$ cat config.mk
export PLATFORM = sky130hd
export DESIGN_NAME = power_vector_driver
export DESIGN_NICKNAME = d
export VERILOG_FILES = /design/src/rtl/power_vector_driver.sv
export SDC_FILE = /design/constraint.sdc
export NUM_CORES = 1
export LEC_CHECK = 0
export CAP_MARGIN = 0
export CORE_MARGIN = 10
export CORE_UTILIZATION = 40
export DETAILED_ROUTE_END_ITERATION = 10
export SLEW_MARGIN = 25
export SYNTH_ARGS = -nofsm -noshare
export SYNTH_HDL_FRONTEND = slang
export SYNTH_SLANG_ARGS = --single-unit
$ cat constraint.sdc
create_clock -name clk_i -period 5.1 [get_ports clk_i]
set_clock_uncertainty 0.1 [all_clocks]
set_input_delay 1.02 -clock clk_i [delete_from_list [all_inputs] [get_ports clk_i]]
set_output_delay 1.02 -clock clk_i [all_outputs]
set_load 0.02 [all_outputs]
$ cat src/rtl/power_vector_driver.sv
// power_vector_driver
//   Stimulus/response harness for small combinational power sub-circuits.
//   On an accepted start it loads a 16-bit Fibonacci LFSR from the seed. It then
//   drives num_vec pseudo-random vectors, one per cycle, into the DUT. It
//   samples the DUT's single output for each vector and accumulates
//   switching-activity counts.
//
// Ports
//   clk_i          clock, rising edge
//   rst_i          asynchronous active-high reset
//   start_i        begin a run (accepted only in IDLE or DONE)
//   num_vec_i      number of vectors to apply, captured on accepted start
//   seed_i         LFSR seed, captured on accepted start (0 is replaced by 1)
//   vec_out_o      registered vector driven to the DUT inputs
//   vec_valid_o    vec_out_o holds a live vector this cycle
//   dut_out_i      DUT output, a combinational function of vec_out_o
//   busy_o         high while loading or running
//   done_o         high after a run until the next accepted start
//   in_toggles_o   total input bit flips between consecutive vectors
//   out_toggles_o  number of DUT output changes between consecutive samples
//   out_ones_o     number of samples where the DUT output was 1
module power_vector_driver #(
  parameter int N_IN  = 4,
  parameter int CNT_W = 16
) (
  input  logic             clk_i,
  input  logic             rst_i,
  input  logic             start_i,
  input  logic [CNT_W-1:0] num_vec_i,
  input  logic [15:0]      seed_i,
  output logic [N_IN-1:0]  vec_out_o,
  output logic             vec_valid_o,
  input  logic             dut_out_i,
  output logic             busy_o,
  output logic             done_o,
  output logic [CNT_W-1:0] in_toggles_o,
  output logic [CNT_W-1:0] out_toggles_o,
  output logic [CNT_W-1:0] out_ones_o
);

  typedef enum logic [1:0] {
    ST_IDLE = 2'd0,
    ST_LOAD = 2'd1,
    ST_RUN  = 2'd2,
    ST_DONE = 2'd3
  } state_t;

  localparam logic [CNT_W-1:0] CNT_ZERO = {CNT_W{1'b0}};
  localparam logic [CNT_W-1:0] CNT_ONE  = {{(CNT_W-1){1'b0}}, 1'b1};
  localparam logic [CNT_W-1:0] CNT_MAX  = {CNT_W{1'b1}};

  // x^16+x^14+x^13+x^11+1, shifting towards the MSB
  function automatic logic [15:0] lfsr_next(input logic [15:0] cur);
    lfsr_next = {cur[14:0], cur[15] ^ cur[13] ^ cur[12] ^ cur[10]};
  endfunction

  // Number of set bits; 5 bits covers the widest supported vector (16)
  function automatic logic [4:0] popcount(input logic [N_IN-1:0] v);
    logic [4:0] cnt;
    cnt = 5'd0;
    for (int i = 0; i < N_IN; i++) begin
      cnt = cnt + {4'b0000, v[i]};
    end
    popcount = cnt;
  endfunction

  // Add a small increment and clamp at all-ones instead of wrapping
  function automatic logic [CNT_W-1:0] sat_add(input logic [CNT_W-1:0] a,
                                                input logic [4:0]       b);
    logic [CNT_W+4:0] s;
    s = {5'b00000, a} + {{CNT_W{1'b0}}, b};
    if (s > {5'b00000, CNT_MAX}) begin
      sat_add = CNT_MAX;
    end else begin
      sat_add = s[CNT_W-1:0];
    end
  endfunction

  state_t           state_q, state_d;
  logic [15:0]      lfsr_q, lfsr_d;
  logic [CNT_W-1:0] num_q, num_d;
  logic [CNT_W-1:0] issued_q, issued_d;
  logic [N_IN-1:0]  vec_q, vec_d;
  logic             valid_q, valid_d;
  logic             busy_q, busy_d;
  logic             done_q, done_d;
  logic [CNT_W-1:0] in_tog_q, in_tog_d;
  logic [CNT_W-1:0] out_tog_q, out_tog_d;
  logic [CNT_W-1:0] out_ones_q, out_ones_d;
  logic             prev_q, prev_d;
  // Set until the first sample of a run; that sample has no predecessor to compare with
  logic             first_q, first_d;

  // Next-state and datapath decisions for the whole run sequence
  always_comb begin
    state_d    = state_q;
    lfsr_d     = lfsr_q;
    num_d      = num_q;
    issued_d   = issued_q;
    vec_d      = vec_q;
    valid_d    = valid_q;
    busy_d     = busy_q;
    done_d     = done_q;
    in_tog_d   = in_tog_q;
    out_tog_d  = out_tog_q;
    out_ones_d = out_ones_q;
    prev_d     = prev_q;
    first_d    = first_q;

    case (state_q)
      ST_IDLE, ST_DONE: begin
        if (start_i) begin
          state_d    = ST_LOAD;
          num_d      = num_vec_i;
          // An all-zero LFSR would lock up, so a zero seed is promoted to 1
          lfsr_d     = (seed_i == 16'h0000) ? 16'h0001 : seed_i;
          in_tog_d   = CNT_ZERO;
          out_tog_d  = CNT_ZERO;
          out_ones_d = CNT_ZERO;
          busy_d     = 1'b1;
          done_d     = 1'b0;
        end else begin
          state_d = state_q;
        end
      end

      ST_LOAD: begin
        if (num_q == CNT_ZERO) begin
          state_d = ST_DONE;
          busy_d  = 1'b0;
          done_d  = 1'b1;
        end else begin
          // First vector: nothing before it, so no input toggle is counted
          state_d  = ST_RUN;
          vec_d    = lfsr_q[N_IN-1:0];
          valid_d  = 1'b1;
          lfsr_d   = lfsr_next(lfsr_q);
          issued_d = CNT_ONE;
          first_d  = 1'b1;
        end
      end

      ST_RUN: begin
        // The sample taken now belongs to the vector currently on vec_out
        out_ones_d = sat_add(out_ones_q, {4'b0000, dut_out_i});
        if (first_q) begin
          out_tog_d = out_tog_q;
        end else begin
          out_tog_d = sat_add(out_tog_q, {4'b0000, dut_out_i ^ prev_q});
        end
        prev_d  = dut_out_i;
        first_d = 1'b0;

        if (issued_q < num_q) begin
          vec_d    = lfsr_q[N_IN-1:0];
          in_tog_d = sat_add(in_tog_q, popcount(lfsr_q[N_IN-1:0] ^ vec_q));
          lfsr_d   = lfsr_next(lfsr_q);
          issued_d = issued_q + CNT_ONE;
        end else begin
          // Last vector has been sampled; vec_out keeps its final value
          state_d = ST_DONE;
          valid_d = 1'b0;
          busy_d  = 1'b0;
          done_d  = 1'b1;
        end
      end

      default: begin
        state_d = ST_IDLE;
        valid_d = 1'b0;
        busy_d  = 1'b0;
        done_d  = 1'b0;
      end
    endcase
  end

  // State and datapath registers with asynchronous reset
  always_ff @(posedge clk_i or posedge rst_i) begin
    if (rst_i) begin
      state_q    <= ST_IDLE;
      lfsr_q     <= 16'h0001;
      num_q      <= CNT_ZERO;
      issued_q   <= CNT_ZERO;
      vec_q      <= {N_IN{1'b0}};
      valid_q    <= 1'b0;
      busy_q     <= 1'b0;
      done_q     <= 1'b0;
      in_tog_q   <= CNT_ZERO;
      out_tog_q  <= CNT_ZERO;
      out_ones_q <= CNT_ZERO;
      prev_q     <= 1'b0;
      first_q    <= 1'b0;
    end else begin
      state_q    <= state_d;
      lfsr_q     <= lfsr_d;
      num_q      <= num_d;
      issued_q   <= issued_d;
      vec_q      <= vec_d;
      valid_q    <= valid_d;
      busy_q     <= busy_d;
      done_q     <= done_d;
      in_tog_q   <= in_tog_d;
      out_tog_q  <= out_tog_d;
      out_ones_q <= out_ones_d;
      prev_q     <= prev_d;
      first_q    <= first_d;
    end
  end

  assign vec_out_o     = vec_q;
  assign vec_valid_o   = valid_q;
  assign busy_o        = busy_q;
  assign done_o        = done_q;
  assign in_toggles_o  = in_tog_q;
  assign out_toggles_o = out_tog_q;
  assign out_ones_o    = out_ones_q;

endmodule

==> impl_summary.txt <==
----------------------------------------------------
[Run status]
  Status ... finished clean

[Clock tree]
  Clk buf depth ... 2
  CTS H-tree depth ... 3
  Count of buffers added by post-CTS timing repair for setup ... 0
  Total clock buffers created by CTS ... 9
  Clock latency of the later-clocked register in the worst-skew pair ... 350 ps
  Clock-pin slew reported for the worst setup and hold paths after clock tree synthesis ... about 70 ps
  Root buffer cell ... sky130_fd_sc_hd__clkbuf_16
  # resized after CTS ... 0
  TritonCTS clock tree ... yes
  Sink count of the clock tree ... 107
  Count of hold buffers inserted by post-cts repair ... 0

[Yosys]
  Sequential cell area fraction in the yosys report ... 0.429
  Flops & latches, synth ... 107
  Number of enable-type register cells in the synthesized netlist ... 0
  YS warnings ... 0
  Combined area of all synthesized cells ... 6250 um^2
  Per-instance average area after synthesis ... 9.97 um^2
  Post-Synthesis Net Count ... 689
  Cell count after synthesis ... roughly 630
  Share of async-settable or async-resettable flops after synthesis ... 1.00
  Number of library cell types mapped by synthesis ... 62
  Most frequently used flop master after synthesis ... sky130_fd_sc_hd__dfrtp_1

[GRT]
  GR Util met2 ... 0.245
  Layer with the highest usage after global routing ... met2
  Maximum number of pins on one net before global-route repair ... 79
  Remaining global-route overflow ... 0
  Total global-route track usage ... 0.153
  Global-route met3 utilization ... 0.0379
  Antenna violations before repair ... 0
  Global-route wire length before repair ... approximately 27,000 um
  Met1 usage in global routing ... 0.199
  Via count of the first global-routing pass ... 5,390

[Cells and area]
  Post-synthesis to final-layout area growth ... 22.5%
  Total non-filler cell area in the finished layout ... 7650 um^2
  Area taken by multi-input logic gates ... 3300 um^2
  Number of fill cells ... 1,447
  Fraction of final layout cells sized beyond drive strength 1 ... 0.118
  Fin nets ... between 700 and 800
  Combined flip-flop and latch cell area ... between 2000 and 3000 um^2
  Diodes inserted ... 0
  Final Util ... 0.502

[Setup path]
  Worst reg2reg setup slack ... 1420 ps
  Most numerous cell on the critical path ... sky130_fd_sc_hd__nand2_1
  Slowest CP cell ... sky130_fd_sc_hd__ha_1
  Capture point of the worst path ... in_toggles_o[5]
  Worst Setup SP ... state_q[0]
  Critical path cell sequence ... inv_1 -> ha_1 -> nand2_1 -> o21ai_1 -> nand2_1 -> a221o_1
  Capturing point of the worst reg2reg path ... in_toggles_o[5]
  CP Class ... register to register
  Data required time of the critical path ... ~5200 ps
  Category of the worst setup path launch point ... register
  Reg-to-Reg Start ... state_q[0]
  Critical path fanouts, max ... 25
  Crit. End Element ... register
  FF-to-FF path depth ... 6
  Data arrival time of the critical path ... 3820 ps
  Max stage delay on crit path ... 850 ps

[Power and ir drop]
  Power, Total ... 4.01 mW
  Sequential fraction of design power ... 0.319
  Internal power contribution ... 2.45 mW
  Relative contribution of the clock network to total power ... 0.188
  Sw power ... 1.55 mW
  Largest vdd supply drop ... 0.287 mV
  Pwr dens ... 523 nW/um^2
  Leakage power total ... 3.21 nW
  Combinational share of power ... 0.493
  Switching Fraction ... 0.387

[Detailed routing]
  First-pass iteration count of the detailed router ... 5
  Vias ... 5,268
  Number of design rule violations left after detail routing ... 0
  ANT nets after route ... 0
  Mean routed wirelength per cell ... 17.4 um
  Final wirelength ... 16,100 um
  DRC marker count from the first detailed-route iteration ... 353
  Avg Vias per Cell ... around 5.7

[STA]
  Final-layout setup total negative slack ... 0 ps
  Maximum clock frequency ... 0.271 GHz
  RSZ-0062 raised after global routing ... no
  Post-route minimum period ... 3680 ps
  Max-Slew Margin vs Limit ... 0.427
  Min setup slack post-route ... approximately 1400 ps
  Max Transition Viols Final ... 0
  Portion of the clock cycle consumed by the worst path in the final layout ... 0.722
  Transition time at the pin with the least slew margin ... ~860 ps
  Total count of hold-check failures in the final report ... 0
  Final setup viols ... 0

[Die]
  Starting utilization of the core area ... 0.410
  Total Die Area ... 21,000 um^2
  Placeable core region ... 15,300 um^2
  I/O Pins ... 91
  Height of the chip ... 145 um
  Std cell rows ... 45
  Die width ... 145 um

[Place]
  Pre-CTS WS ... 1330 ps
  DP Wirelength ... 11,700 um
  Placer Congestion ... 0.826
  Post-Place Cell Area ... 7340 um^2
  Number of buffer cells added on primary ports ... 90

[Hold path]
  Worst hold path class ... register to register

[Flow run]
  Max-cap check violation count ... 0

----------------------------------------------------
==> metrics by stage <==
stage	hold slack (ps)	instances
4_1_cts	416	924
2_1_floorplan	375	627
5_1_grt	436	924
3_5_place_dp	399	908
6_report	413	924
3_3_place_gp	386	908
==> final cells by class <==
class                           instances  area share
Clock inverter                          2     0.00785
Multi-Input combinational cell        453       0.431
Sequential cell                       107       0.350
Timing Repair Buffer                   95       0.123
Tap cell                              211      0.0345
Clock buffer                           14      0.0332
Inverter                               42      0.0213
==> state kept, by name (all words and copies together) (netlist names) <==
register and cells:
num_q 16, vec_valid_o 1, in_toggles_o 16, out_toggles_o 16, done_o 1, issued_q 16
prev_q 1, busy_o 1, vec_out_o 4, state_q 2, out_ones_o 16, lfsr_q 16
first_q 1
==> Yosys cell counts, types with 11 or more instances <==
| cell | number | area (um^2) |
|---|---|---|
| sky130_fd_sc_hd__dfrtp_1 | 106 | 2650 |
| sky130_fd_sc_hd__a22o_1 | 18 | 158 |
| sky130_fd_sc_hd__mux2_2 | 42 | 473 |
| sky130_fd_sc_hd__o31ai_1 | 11 | 82.6 |
| sky130_fd_sc_hd__clkbuf_1 | 18 | 67.6 |
| sky130_fd_sc_hd__ha_1 | 23 | 288 |
| sky130_fd_sc_hd__and3_1 | 22 | 138 |
| sky130_fd_sc_hd__inv_1 | 42 | 158 |
| sky130_fd_sc_hd__nand3_1 | 26 | 130 |
| sky130_fd_sc_hd__o21ai_0 | 62 | 310 |
| sky130_fd_sc_hd__nand4_1 | 13 | 81.3 |
| sky130_fd_sc_hd__nand2_1 | 44 | 165 |
| sky130_fd_sc_hd__nor2_1 | 22 | 82.6 |
| sky130_fd_sc_hd__a21oi_1 | 33 | 165 |
==> worst max-delay path: cells and delay by family (launching register included) <==
family	cells	cell delay, ps
and+or+nand+nor	2	1070
buffers and inverters	1	50
DFF	1	380
AOI/OAI and AO/OA	2	1110
adders and majority gates	1	850
==> metal layers <==
metal | wire length (um) | share of wire
met1 | 7350 | 0.46
met3 | 910 | 0.057
met2 | 7580 | 0.47
met5 | 0 | 0
met4 | 208 | 0.013
==> worst min path at each step <==
stage                          start         end  slack, ps  depth (start not counted)
after floorplan           lfsr_q[11]  lfsr_q[11]        380                          1
after global placement     lfsr_q[9]   lfsr_q[9]        390                          1
after detailed placement   lfsr_q[8]   lfsr_q[8]        400                          1
after CTS                 lfsr_q[11]  lfsr_q[11]        420                          1
after global routing       lfsr_q[8]   lfsr_q[8]        440                          1
final                     lfsr_q[11]  lfsr_q[11]        410                          1
==> cell families (layout without fill, tap and decap cells) <==
logic type | after synthesis | after routing | synth area share
compound gates | 189 | 189 | 0.209
flops | 107 | 107 | 0.429
fa+ha+maj | 26 | 26 | 0.0557
buf+inv | 67 | 153 | 0.0440
xor+xnor | 8 | 8 | 0.0112
simple gates | 178 | 178 | 0.152
mux | 52 | 52 | 0.0997
==> placed cells by master, fill, tap and decap left out, drive strengths merged, types with 7 or more instances in the layout <==
master and instances:
nand4 13, and3 22, clkdlybuf4s50 90, mux2 52
o211ai 7, a21oi 33, o21a 7, nand2 44
nand3 27, inv 42, or4 7, o21ai 64
nor3 7, clkbuf 14, ha 23, nor2 22
o31ai 11, a22o 18, nor4 9, dfrtp 106
==> power groups by stage <==
stage / clock network [mW] / logic, mW / registers [mW]
6_report: 0.753 / 1.97 / 1.28
5_1_grt: 0.804 / 2.21 / 1.32
4_1_cts: 0.772 / 2.00 / 1.28
3_5_place_dp: 0 / 1.99 / 1.30
3_3_place_gp: 0 / 1.93 / 1.29
2_1_floorplan: 0 / 1.46 / 1.29
(Power assumes the default switching activity.)
